**config.mk**
```make
export PLATFORM = sky130hd
export DESIGN_NAME = shift_reg_serializer
export DESIGN_NICKNAME = d
export VERILOG_FILES = /design/src/rtl/shift_reg_serializer.sv
export SDC_FILE = /design/constraint.sdc
export NUM_CORES = 1
export LEC_CHECK = 0
export BUFFER_PORTS_ARGS = -buffer_cell sky130_fd_sc_hd__buf_4
export CORE_MARGIN = 4
export CORE_UTILIZATION = 40
export DETAILED_ROUTE_END_ITERATION = 10
export PLACE_DENSITY_LB_ADDON = 0.25
export SLEW_MARGIN = 25
export SYNTH_ARGS = -nofsm -noshare
export SYNTH_HDL_FRONTEND = slang
export SYNTH_SLANG_ARGS = --single-unit
export TNS_END_PERCENT = 1
```
**constraint.sdc**
```tcl
create_clock -name clk -period 1.9 [get_ports clk]
set_input_delay 0.285 -clock clk [delete_from_list [all_inputs] [get_ports clk]]
set_output_delay 0.285 -clock clk [all_outputs]
set_load 0.01 [all_outputs]
```
**src/rtl/shift_reg_serializer.sv**
```systemverilog
`default_nettype none
// shift_reg_serializer: valid/ready parallel-to-serial transmitter, LSB- or MSB-first,
// with per-bit valid and frame strobes; back-to-back words are sent with no idle gap.
module shift_reg_serializer #(
  parameter int WIDTH      = 4,
  parameter bit IDLE_LEVEL = 1'b0
) (
  input  logic             clk,
  input  logic             reset,
  input  logic             load_valid,
  output logic             load_ready,
  input  logic [WIDTH-1:0] parallel_in,
  input  logic             dir,
  input  logic             shift_en,
  output logic             serial_out,
  output logic             serial_valid,
  output logic             frame_start,
  output logic             frame_end,
  output logic             busy
);

  localparam int                CNT_W = $clog2(WIDTH);
  localparam logic [CNT_W-1:0]  LAST  = CNT_W'(WIDTH - 1);

  typedef enum logic [0:0] {
    IDLE  = 1'b0,
    SHIFT = 1'b1
  } state_t;

  state_t           state;
  logic [CNT_W-1:0] cnt;
  logic [WIDTH-1:0] shreg;
  logic             dir_q;
  logic             armed;

  logic             last_bit;
  logic             accept;

  assign last_bit = (state == SHIFT) && (cnt == LAST);

  // armed keeps load_ready low while reset is held and for the first edge after release
  assign load_ready = armed && ((state == IDLE) || (last_bit && shift_en));
  assign accept     = load_valid && load_ready;

  assign serial_valid = (state == SHIFT);
  assign busy         = (state == SHIFT);
  assign frame_start  = (state == SHIFT) && (cnt == '0);
  assign frame_end    = last_bit;

  always_ff @(posedge clk or negedge reset) begin
    if (!reset) begin
      state      <= IDLE;
      cnt        <= '0;
      shreg      <= '0;
      dir_q      <= 1'b0;
      armed      <= 1'b0;
      serial_out <= IDLE_LEVEL;
    end else begin
      armed <= 1'b1;
      if (accept) begin
        state      <= SHIFT;
        cnt        <= '0;
        shreg      <= parallel_in;
        dir_q      <= dir;
        serial_out <= dir ? parallel_in[WIDTH-1] : parallel_in[0];
      end else if ((state == SHIFT) && shift_en) begin
        if (cnt == LAST) begin
          state      <= IDLE;
          cnt        <= '0;
          shreg      <= '0;
          serial_out <= IDLE_LEVEL;
        end else begin
          cnt <= cnt + 1'b1;
          // serial_out always mirrors the bit at the outgoing end of shreg
          if (dir_q) begin
            shreg      <= shreg << 1;
            serial_out <= shreg[WIDTH-2];
          end else begin
            shreg      <= shreg >> 1;
            serial_out <= shreg[1];
          end
        end
      end
    end
  end

endmodule
`default_nettype wire

```
==> metrics.yaml <==
top_layer: "met4"
fill_cells: 129
synth_area_leader_cell: "dfrtp_1"
pin_count: 15
cap_violations: 0
htree_num_levels: 1
drc: 0
fmax_ghz: 0.5746
rrSetupSlack_ps: 370
multi_input_area_um2: 275.3
hold_path.class: "input pin to flop"
ys_seq_elements: 10
outcome: "finished, final reports clean"
avgSynthCellArea_um2: 11.04
final-max-slew-violation-count: 0
synth_most_common_cell: "dfrtp_1"
drtIter0Drc: 0
arrival_ps: 1460
period_needed_ps: 1740
grt-ovfl-total: 0
synth_edf_count: 0
first_pass_iters: 1
grt_pass1_vias: 394
cts_tree: "yes"
critical_path.startpoint: "cnt[0]"
drt-met1-wl_um: 429
start_util: 0.4240
ctsResizeCount: 0
synth_area_um2: 551.8
synth-seq-area-share: 0.4535
irDropWorstVdd_uv: 592.1
area.sequential_um2: 250.2
fin_ws_ps: 159.5
synthFlopType: "dfrtp_1"
netlist.area_leader.share: 0.4535
cts.clk_slew.worst_paths_ps: 60
ys_types: 20
synth_nets: 61
met2_length_um: 461
postSynthCellCount: 50
dp_hpwl_um: 785.1
ant_nets: 0
clk-insertion-delay-late_ps: 270
finalNetCount: 79
fp.dieW_um: 45.14
setup_viol: 0
dpl_worst_slack_ps: 381.7
required_ps: 1620
rsz0062_at_grt: "no"
critPathKind: "flop to output port"
cts.sinks: 10
dieArea_um2: 2038
root_buffer: "clkbuf_4"
period_share: 0.9160
worst_setup_path_end_kind: "output port"
port_buffers: 14
r2r_start: "cnt[0]"
cts_buffers: 3
grt_max_degree: 11
synthArstFlopShare: 1.000
die_h_um: 45.14
track_usage: 0.1179
p_leak_nw: 0.3318
min_from: "parallel_in[2]"
hold_violations: 0
vias_per_cell: 5.074
met3WireLength_um: 52
rows: 13
grt_first_pass_wirelength_um: 1656
skew_ps: 0.9103
finalSetupTns_ps: 0
ys_top_cells_by_area: "dfrtp_1, mux2_2, a221o_1"
drive_above_1_share: 0.4091
power_density_nw_per_um2: 1356
antenna-diode-count: 0
synthTopCellsByCount: "dfrtp_1, nand2_1, and2_2, mux2_2"
syn_to_final_growth_pct: 24.94
antenna_found_initial: 0
wl_per_cell_um: 11.81
core_region_area_um2: 1301
vias: 411
yosys_warnings: 0
clockBufferDepth: 2
finalWirelength_um: 957
gp_congestion: 0.7552
cp_max_fo: 5
startpoint_type: "flop"
==> worst max-delay path, stage by stage (launching register included) <==
cell and delay, ps:
dfrtp_1 400, ha_1 240, a21bo_4 230, and2_2 190, buf_4 140
==> metal layers <==
layer	GRT usage	vias up
li1	-	209
met1	0.1468	191
met2	0.1610	8
met3	0.07171	3
met4	0.05263	0
met5	0	-
==> where the power goes <==
group / switching, W / internal, W / total (W)
sequential: 0.0000746 / 0.000297 / 0.000371
combinational: 0.000176 / 0.000245 / 0.000420
clock: 0.0000700 / 0.0000731 / 0.000143
total: 0.000320 / 0.000615 / 0.000935
==> layout by cell type, fill, tap and decap left out <==
cell           netlist  routed
nand2_1              6       6
ha_1                 2       2
dlygate4sd3_1        0       1
a21bo_4              1       1
buf_4                1      14
mux2_2               4       4
inv_1                2       2
a221o_1              3       3
clkbuf_4             0       3
a31oi_1              1       1
nand3_1              1       1
nand3b_1             1       1
and2_2               4       4
a21oi_1              3       3
nor2_1               2       2
o2bb2ai_1            2       2
conb_1               1       1
mux2i_1              2       2
nand2b_1             2       2
and3_4               1       1
dfrtp_1             10      10
==> through the flow <==
stage            util  hold WS (ps)  area, um^2  total power [W]  cells
5_1_grt        0.5298         240.5       689.4         0.001014     81
4_1_cts        0.5298         236.4       689.4        0.0009503     81
2_1_floorplan       -        -10.59       551.8        0.0006680     50
6_report       0.5298         244.3       689.4        0.0009349     81
3_3_place_gp   0.5048         121.4       656.9        0.0007942     77
3_5_place_dp   0.5048         122.0       656.9        0.0008018     77
==> state kept, by name, indices dropped and copies added, names as in the netlist <==
name and flops:
shreg 4, cnt 2, armed 1, busy 1, dir_q 1, serial_out 1
==> cell families (layout without fill, tap and decap cells) <==
family,Yosys count,after routing,synth area share
AND/OR/NAND/NOR,17,17,0.1746
AO/OA/AOI/OAI,10,10,0.1542
flip-flops,10,10,0.4535
multiplexers,6,6,0.1179
buffers and inverters,4,20,0.04763
adder cells (fa/ha/maj),2,2,0.04534
other,1,1,0.006796
==> cell type report <==
cell class | instances | area share
inverter | 2 | 0.01089
sequential | 10 | 0.3630
tap | 15 | 0.02722
multi-input combinational | 36 | 0.3993
timing repair buffer | 15 | 0.1670
clock buffer | 3 | 0.03267
==> worst paths after layout <==
path | cells past startpoint | to
setup reg to reg | 4 | shreg[3]
max in group asynchronous | 2 | shreg[3]
setup / recovery | 4 | load_ready
hold / removal | 2 | shreg[2]
min in group asynchronous | 2 | dir_q
hold reg to reg | 1 | serial_out
==> what timing repair did <==
action                                  CTS  global route
endpoints found under the hold margin    10             0
hold buffers                              1             0
endpoints found under the setup margin    0             0
buffers inserted                          0             0
Power figures use the tool's default switching activity.
